<file path="config.mk">
export PLATFORM = sky130hd
export DESIGN_NAME = note_draw_scheduler
export DESIGN_NICKNAME = d
export VERILOG_FILES = /design/src/rtl/note_draw_scheduler.sv
export SDC_FILE = /design/constraint.sdc
export NUM_CORES = 1
export LEC_CHECK = 0
export BUFFER_PORTS_ARGS = -buffer_cell sky130_fd_sc_hd__buf_4
export CAP_MARGIN = 40
export CORE_AREA = 10 10 100 102
export CTS_BUF_LIST = sky130_fd_sc_hd__clkbuf_2
export CTS_CLUSTER_DIAMETER = 40
export CTS_CLUSTER_SIZE = 10
export DETAILED_ROUTE_END_ITERATION = 8
export DIE_AREA = 0 0 110 112
export GPL_ROUTABILITY_DRIVEN = 0
export PLACE_DENSITY = 0.69
export SLEW_MARGIN = 5
export SYNTH_ARGS = -nofsm -noshare
export SYNTH_HDL_FRONTEND = slang
export SYNTH_SLANG_ARGS = --single-unit
</file>
<file path="constraint.sdc">
create_clock -name clk -period 3.6 [get_ports clk]
set_input_delay 0.18 -clock clk [delete_from_list [all_inputs] [get_ports clk]]
set_output_delay 0.18 -clock clk [all_outputs]
set_load 0.005 [all_outputs]
</file>
<file path="src/rtl/note_draw_scheduler.sv">
// rtl/note_draw_scheduler.sv - note-request FIFO and draw/clear sequencer for the VGA note drawer
module note_draw_scheduler #(
  parameter int DEPTH       = 4,
  parameter int NOTE_CYCLES = 436,
  parameter int CLR_CYCLES  = 19520,
  parameter int X0          = 8,
  parameter int Y0          = 50,
  parameter int SLOT_PITCH  = 40
) (
  input  logic       clk,
  input  logic       reset,
  input  logic       req_valid,
  output logic       req_ready,
  input  logic [3:0] req_note,
  input  logic [1:0] req_octave,
  input  logic [1:0] req_slot,
  input  logic       clr_req,
  output logic [3:0] note_out,
  output logic [1:0] octave_out,
  output logic [7:0] x_base,
  output logic [6:0] y_base,
  output logic       ld_note,
  output logic       clear_n,
  output logic       busy,
  output logic       done,
  output logic [2:0] fifo_count
);
  localparam int PW = $clog2(DEPTH);

  typedef enum logic [2:0] {S_IDLE, S_CLEAR, S_LOAD, S_DRAW, S_GAP} state_t;

  state_t        state, next_state;
  logic [7:0]    mem [DEPTH];
  logic [PW-1:0] wr_ptr, rd_ptr;
  logic [2:0]    count;
  logic          clr_pending;
  logic [14:0]   draw_cnt, clr_cnt;
  logic [7:0]    head;
  logic [7:0]    slot_x;
  logic          wr_en, pop, enter_clear;

  assign req_ready   = (count < 3'(DEPTH));
  assign fifo_count  = count;
  // Invalid note codes still complete the handshake but never reach storage.
  assign wr_en       = req_valid && req_ready && (req_note >= 4'd1) && (req_note <= 4'd12);
  assign head        = mem[rd_ptr];
  assign slot_x      = 8'(X0 + SLOT_PITCH * int'(head[1:0]));
  assign pop         = (state == S_IDLE) && !clr_pending && (count != 3'd0);
  assign enter_clear = (state == S_IDLE) && clr_pending;

  always_comb begin
    next_state = state;
    case (state)
      S_IDLE: begin
        if (clr_pending)          next_state = S_CLEAR;
        else if (count != 3'd0)   next_state = S_LOAD;
      end
      S_CLEAR: if (clr_cnt == 15'd0)  next_state = S_GAP;
      S_LOAD:                         next_state = S_DRAW;
      S_DRAW:  if (draw_cnt == 15'd0) next_state = S_GAP;
      S_GAP:                          next_state = S_IDLE;
      default:                        next_state = S_IDLE;
    endcase
  end

  always_ff @(posedge clk) begin
    if (wr_en) mem[wr_ptr] <= {req_note, req_octave, req_slot};
  end

  always_ff @(posedge clk or posedge reset) begin
    if (reset) begin
      state       <= S_IDLE;
      wr_ptr      <= '0;
      rd_ptr      <= '0;
      count       <= 3'd0;
      clr_pending <= 1'b0;
      draw_cnt    <= 15'd0;
      clr_cnt     <= 15'd0;
      ld_note     <= 1'b0;
      clear_n     <= 1'b1;
      busy        <= 1'b0;
      done        <= 1'b0;
      note_out    <= 4'd0;
      octave_out  <= 2'd0;
      x_base      <= 8'd0;
      y_base      <= 7'd0;
    end else begin
      state       <= next_state;
      ld_note     <= (next_state == S_DRAW);
      clear_n     <= (next_state != S_CLEAR);
      busy        <= (next_state != S_IDLE);
      done        <= (next_state == S_GAP);
      clr_pending <= clr_req | (clr_pending & ~enter_clear);

      // A flush keeps only a request pushed in the very cycle the clear starts.
      if (enter_clear) begin
        rd_ptr <= wr_ptr;
        count  <= wr_en ? 3'd1 : 3'd0;
      end else begin
        if (pop) rd_ptr <= rd_ptr + PW'(1);
        count <= count + {2'b00, wr_en} - {2'b00, pop};
      end
      if (wr_en) wr_ptr <= wr_ptr + PW'(1);

      if (pop) begin
        note_out   <= head[7:4];
        octave_out <= head[3:2];
        x_base     <= slot_x;
        y_base     <= 7'(Y0);
      end

      // Separate down-counters so a clear window can never inherit draw time.
      if (state != S_DRAW && next_state == S_DRAW) draw_cnt <= 15'(NOTE_CYCLES - 1);
      else if (state == S_DRAW)                     draw_cnt <= draw_cnt - 15'd1;
      if (state != S_CLEAR && next_state == S_CLEAR) clr_cnt <= 15'(CLR_CYCLES - 1);
      else if (state == S_CLEAR)                      clr_cnt <= clr_cnt - 15'd1;
    end
  end
endmodule

</file>
==> flow_metrics.tcl, run 1 <==
set metrics [dict create \
    clk-insertion-delay-late_ps 540 \
    yosys.area.top_type "dfrtp_1" \
    place_inst 432 \
    vias 2472 \
    cts_tree "done" \
    syn_inst 304 \
    clk_path_buf_depth 2 \
    cp_cell_sequence "dlygate4sd3_1, buf_4, or4_1, and4_1, inv_1, ha_1, inv_1, ha_1, inv_1, fa_1, xor2_1, xnor2_1, nor2_1" \
    p_per_area_nw_per_um2 670.2 \
    total_power_uw 3016 \
    dr.pass1.iters 4 \
    grt_pass1_wl_mm 12.11 \
    ir_drop_v 0.0004461 \
    cts_setup_buffers 0 \
    synth_top_family_by_area "simple AND/OR/NAND/NOR gates" \
    num-fill-cells 695 \
    clkTransAtPathRegs_ps 250 \
    grt_pass1_vias 2536 \
    use_met1_pct 15.81 \
    port-buffer-count 33 \
    cpMostUsedCell "inv_1" \
    antenna_found_initial 1 \
    rsz0062_at_grt "false" \
    crit_start "req_note[1]" \
    synth_compound_gate_area_share_pct 6.929 \
    p_leak_uw 0.001807 \
    synth_async_sr_flop_share_pct 64.04 \
    skew_ps 12.49 \
    critPathKind "in2reg" \
    r2r-start "state[0]" \
    grt_util_all_layers_pct 12.20 \
    placed_cell_area_sq_um 4269 \
    synth-xor-area-share_pct 1.335 \
    wl_mm 7.114 \
    core_region_area_sq_um 8051 \
    post_cts_resized 0 \
    cp-end-kind "register" \
    via_per_inst 5.386 \
    ios 41 \
    utilization_pct 55.90 \
    die_h_microns 112 \
    crit_arrival_ps 2960 \
    wire_per_inst_microns 15.50 \
    cap_violations 0 \
    syn_to_final_growth_pct 14.34 \
    drc 0 \
    hpwl_mm 5.065 \
    cts-root-buf "clkbuf_2" \
    critical-path-slowest-cell "dlygate4sd3_1" \
    cp-start-kind "input port" \
    fin_crit_ps 2517 \
    syn_avg_cell_area_sq_um 12.95 \
    htree_levels 3 \
    crit_fanout 8 \
    crit_end "fifo_count[2]" \
    synth-simple-area-share_pct 12.71 \
    nNetsFinal 372 \
    ant_nets 0 \
    initial_utilization_pct 48.89 \
    cts_buffers 9 \
    grtUsageMet2_pct 18.90 \
    synth.distinct_cells 48 \
    die-area_sq_um 12320 \
    drt_iter0_drc 77 \
    synth_edf_count 32 \
    synth.area.top_cells "dfrtp_1, edfxtp_1, mux4_2" \
    yosys_warnings 0 \
    slew_headroom_pct 56.94 \
    drive_above_1_share_pct 23.23 \
    hold_viol 0 \
    status "complete, no violations" \
    seq_area_frac_synth_pct 60.68 \
    post-route-period-util_pct 69.91 \
    tns_ps 0 \
    overflow 0 \
    critical_path_required_ps 4040 \
    synth_area_sq_um 3936 \
    busiest_layer "met2" \
    reg2reg_depth 10 \
    r2r-end "fifo_count[2]" \
    final_cell_count_no_fill 459 \
    ys_ff_latch 89 \
    synthFlopType "dfrtp_1" \
    synth_top_area_share_pct 35.60 \
    hold_class "in2async" \
    grt_max_degree 33 \
    final_area_sq_um 4501 \
    rrSetupSlack_ps 1130 \
    synthAdderAreaFrac_pct 4.005 \
    cts_hold_buf 10 \
    row_count 33 \
    chipWidth_microns 110 \
    max_freq_mhz 397.3 \
    slew_viol_final 0 \
    setup_viol 0 \
    cts_sinks 89 \
    tightest_slew_ps 640.4 \
    grtUsageMet3_pct 2.595 \
    critPathMaxStageDelay_ps 540 \
    synthMuxAreaShare_pct 9.981 \
]
how the worst min path moves through the flow:
stage,startpoint,to,slack [ps],cells past startpoint
global placement,clr_req,clr_pending,380,2
global route,reset,note_out[2],20,3
floorplan,clr_req,clr_pending,270,1
detailed placement,reset,x_base[5],110,2
finish,reset,x_base[5],50,3
CTS,reset,note_out[2],30,3
area by class of cell:
class | count | area (sq um) | share of cell area, %
diodes | 1 | 2.502 | 0.05560
clock buffers | 9 | 45.04 | 1.001
clock inverters | 7 | 83.83 | 1.863
inverters | 15 | 56.30 | 1.251
multi-input cells | 186 | 1403 | 31.16
flip-flops and latches | 89 | 2389 | 53.07
well taps | 105 | 131.4 | 2.919
repair buffers | 47 | 390.4 | 8.674
state kept, by name, summed over array words and instances (netlist names), 2 cells and up:
name / cells
wr_ptr: 2
note_out: 4
fifo_count: 3
octave_out: 2
draw_cnt: 15
mem: 32
rd_ptr: 2
clr_cnt: 15
state: 3
x_base: 5
cell usage in the layout (no fill, tap or decap), types with 7 or more instances in the layout:
master	instances
o21ai_0	9
clkbuf_2	9
nor2_1	20
buf_4	36
mux4_2	8
nand2_1	18
mux2i_1	10
dfrtp_1	56
mux2_2	10
ha_1	11
conb_1	7
inv_1	14
nand3_1	7
edfxtp_1	32
nor3_1	10
dlygate4sd3_1	10
cells in the mapped netlist, drive strengths merged, types with 2 or more instances:
cell type   n
inv        15
nand2      18
xnor2       4
o41ai       3
clkbuf      8
nor3b       2
nand4       2
mux4        8
mux2       10
nor2b       2
xor2        2
o211ai      5
buf        12
mux2i      10
nand2b      5
o31ai       5
o311ai      3
or2         3
and2        5
or4         5
o21ai       9
a31oi       3
a211oi      3
nand3       7
edfxtp     32
o32ai       2
or3         5
ha         11
nor4        5
dfrtp      56
nor3       11
nor2       20
a21oi       5
per-layer routing:
| metal | up-vias | part of all wire (%) |
|---|---|---|
| li1 | 1188 | - |
| met1 | 1228 | 47 |
| met2 | 44 | 46 |
| met3 | 12 | 5.1 |
| met4 | 0 | 1.9 |
| met5 | - | 0 |
where the power goes:
| part | switching [uW] | internal, uW | total (uW) | leakage [uW] |
|---|---|---|---|---|
| registers | 232 | 1310 | 1540 | 0.000965 |
| clock network | 360 | 175 | 535 | 0.0000754 |
| logic | 443 | 494 | 937 | 0.000767 |
logic make-up after synthesis:
group	Yosys count
other	1
flip-flops	89
adder cells (fa/ha/maj)	12
XOR/XNOR	6
AO/OA/AOI/OAI	40
multiplexers	28
buffers and inverters	35
AND/OR/NAND/NOR	93
critical path: cells and delay by family:
family	cells	cell delay, ps
adders and majority gates	3	730
and+or+nand+nor	3	830
xor gates and xnor gates	2	310
buffers and inverters	5	910
through the flow:
stage	worst slack (ps)	hold slack, ps
2_1_floorplan	796.1	272.3
3_5_place_dp	1063	113.3
4_1_cts	1110	32.09
6_report	1083	51.06
5_1_grt	942.9	19.29
3_3_place_gp	1117	376.5
Power figures use the tool's default switching activity.
==> run 2, diff against run 1 <==
- PLACE_DENSITY: 0.69 -> 0.72
- clock period: 3.6 -> 2.1 ns (I/O delays scaled with it)
==> run 2 against run 1 <==
Compared with the run above: the run now ends with setup timing left; global-route usage up 0.48 points; wire length up 4.5%; register-to-register slack worse by 1300 ps; sequential cell count unchanged; via count up 4.0%; power up 73%; first-iteration DRC count up 62%; setup slack worse by 1300 ps; sequential share of layout area down 1.8 points; critical path depth down 3; clock skew up 9.2 ps; non-clock buffer count up 20; largest cell class unchanged; largest power group unchanged.
==> flow_metrics.tcl, run 2 (same netlist as run 1, synthesis figures left out) <==
set metrics [dict create \
    tightest_slew_ps 711.4 \
    largest_register_ffs 32 \
    p_per_area_nw_per_um2 1123 \
    hold_class "in2reg" \
    p_int_uw 3432 \
    fin_crit_ps 2269 \
    regArea_sq_um 2389 \
    critPathMaxStageDelay_ps 430 \
    hold_viol 0 \
    cp-start-kind "register" \
    status "finished, violations left" \
    slew_headroom_pct 52.57 \
    cts_sinks 89 \
    cts_tree "done" \
    clockPowerShare_pct 14.3 \
    syn_to_final_growth_pct 18.34 \
    grt_pass1_wl_mm 12.48 \
    r2r-end "fifo_count[2]" \
    r2r-start "state[0]" \
    max_freq_mhz 440.7 \
    drc 0 \
    insertedDiodeCount 0 \
    row_count 33 \
    clkTransAtPathRegs_ps 240 \
    cap_violations 0 \
    p_leak_uw 0.001891 \
    final_common_cell "buf_4" \
    nNetsFinal 392 \
    cts_buffers 9 \
    fin_ws_ps -168.9 \
    initial_utilization_pct 48.89 \
    die-area_sq_um 12320 \
    chipWidth_microns 110 \
    placed_cell_area_sq_um 4446 \
    rsz0062_at_grt "true" \
    die_h_microns 112 \
    port-buffer-count 33 \
    overflow 0 \
    ios 41 \
    seq_power_share_pct 48.5 \
    htree_levels 3 \
    tns_ps -168.9 \
    wire_per_inst_microns 15.56 \
    whs_endpoint "fifo_count[0]" \
    ir_drop_v 0.0007519 \
    final_cell_mix "buf_4, dfrtp_1, edfxtp_1" \
    grt_max_degree 58 \
    dr.pass1.iters 4 \
    grt_pass1_vias 2631 \
    reg_top3 "mem: 32 flops, clr_cnt: 15 flops, draw_cnt: 15 flops" \
    hold_path_startpoint "req_valid" \
    core_region_area_sq_um 8051 \
    cp-end-kind "register" \
    critical_path_required_ps 2520 \
    final_area_sq_um 4658 \
    drive_above_1_share_pct 29.49 \
    setup_viol 1 \
    drt_iter0_drc 125 \
    hpwl_mm 5.164 \
    crit_fanout 2 \
    grt_util_all_layers_pct 12.68 \
    utilization_pct 57.86 \
    violations "setup timing" \
    ant_nets 0 \
    num-fill-cells 688 \
    critPathKind "reg2reg" \
    min_path_cells 4 \
    cp_cell_sequence "or3_4, nor3_4, ha_4, inv_2, ha_4, inv_2, fa_2, xor2_2, xnor2_1, nor2_1" \
    vias 2570 \
    combPwrFrac_pct 37.2 \
    top_register "mem" \
    via_per_inst 5.377 \
    rrSetupSlack_ps -170 \
    place_ws_ps -250.5 \
    antenna_found_initial 0 \
    multiInputGateArea_sq_um 1460 \
    skew_ps 21.68 \
    cts-root-buf "clkbuf_2" \
    crit_arrival_ps 2690 \
    power.switching_uw 1801 \
    clk-insertion-delay-late_ps 530 \
    slew_viol_final 0 \
    clk_path_buf_depth 2 \
    critical-path-slowest-cell "dfrtp_1" \
    reg2reg_depth 10 \
    switching_share_pct 34.41 \
    wl_mm 7.436 \
    post-route-period-util_pct 108.0 \
]
[run 2: cell count changes in the layout (fill, tap and decap cells not counted), moves of 2 or more]
cell | previous run | this run
inv_6 | 3 | 1
buf_4 | 36 | 57
inv_2 | 1 | 3
ha_1 | 11 | 9
inv_1 | 14 | 12
clkinv_4 | 1 | 3
ha_4 | 0 | 2
[run 2: worst max-delay path, delay by kind of cell (launching register included)]
kind	cells	cell delay (ps)
buffers and inverters	2	90
xor gates and xnor gates	2	310
DFF	1	430
adders and majority gates	3	710
and+or+nand+nor	3	630
[run 2: through the flow]
step	std cells	power, uW	hold slack [ps]
floorplan	310	3739	197.3
detailed placement	452	4517	310.0
global placement	452	4433	306.7
finish	478	5232	73.29
global route	478	5637	68.74
CTS	478	5267	49.02
[run 2: layer usage]
layer  track usage [%]  vias up  share of wire, %
met5                 0        -                 0
met4             6.337        0               2.2
met3             2.191       12               4.1
met2             20.44       43                49
met1             15.89     1283                44
li1                  -     1232                 -
[run 2: worst max path at each step]
stage	start	cells after the start	to	slack [ps]
global placement	req_note[0]	12	fifo_count[2]	-220
CTS	state[0]	10	fifo_count[2]	-160
global route	state[0]	10	fifo_count[2]	-280
finish	state[0]	10	fifo_count[2]	-170
detailed placement	req_note[0]	12	fifo_count[2]	-250
floorplan	state[0]	12	fifo_count[2]	-520
[run 2: layout make-up]
type                            count  area share, %
Multi-Input combinational cell    186          31.35
Inverter                           15          1.209
Timing Repair Buffer               67          11.33
Sequential cell                    89          51.28
Tap cell                          105          2.820
Clock buffer                       10          1.074
Clock inverter                      6         0.9401
[run 2: power by group through the flow]
| stage | sequential, uW | clock, uW | combinational [uW] |
|---|---|---|---|
| after global placement | 2550 | 0 | 1880 |
| after detailed placement | 2570 | 0 | 1940 |
| after CTS | 2540 | 766 | 1970 |
| after global routing | 2600 | 838 | 2200 |
| after floorplan | 2550 | 0 | 1190 |
| final | 2540 | 750 | 1950 |
[run 2: what timing repair did]
action                                 in CTS  in global routing
endpoints found under the hold margin      89                  0
buffers inserted                            0                  0
pin swaps                                   1                  0
setup endpoints to repair                   2                  5
hold buffers                               10                  0
resized for setup                           0                  4
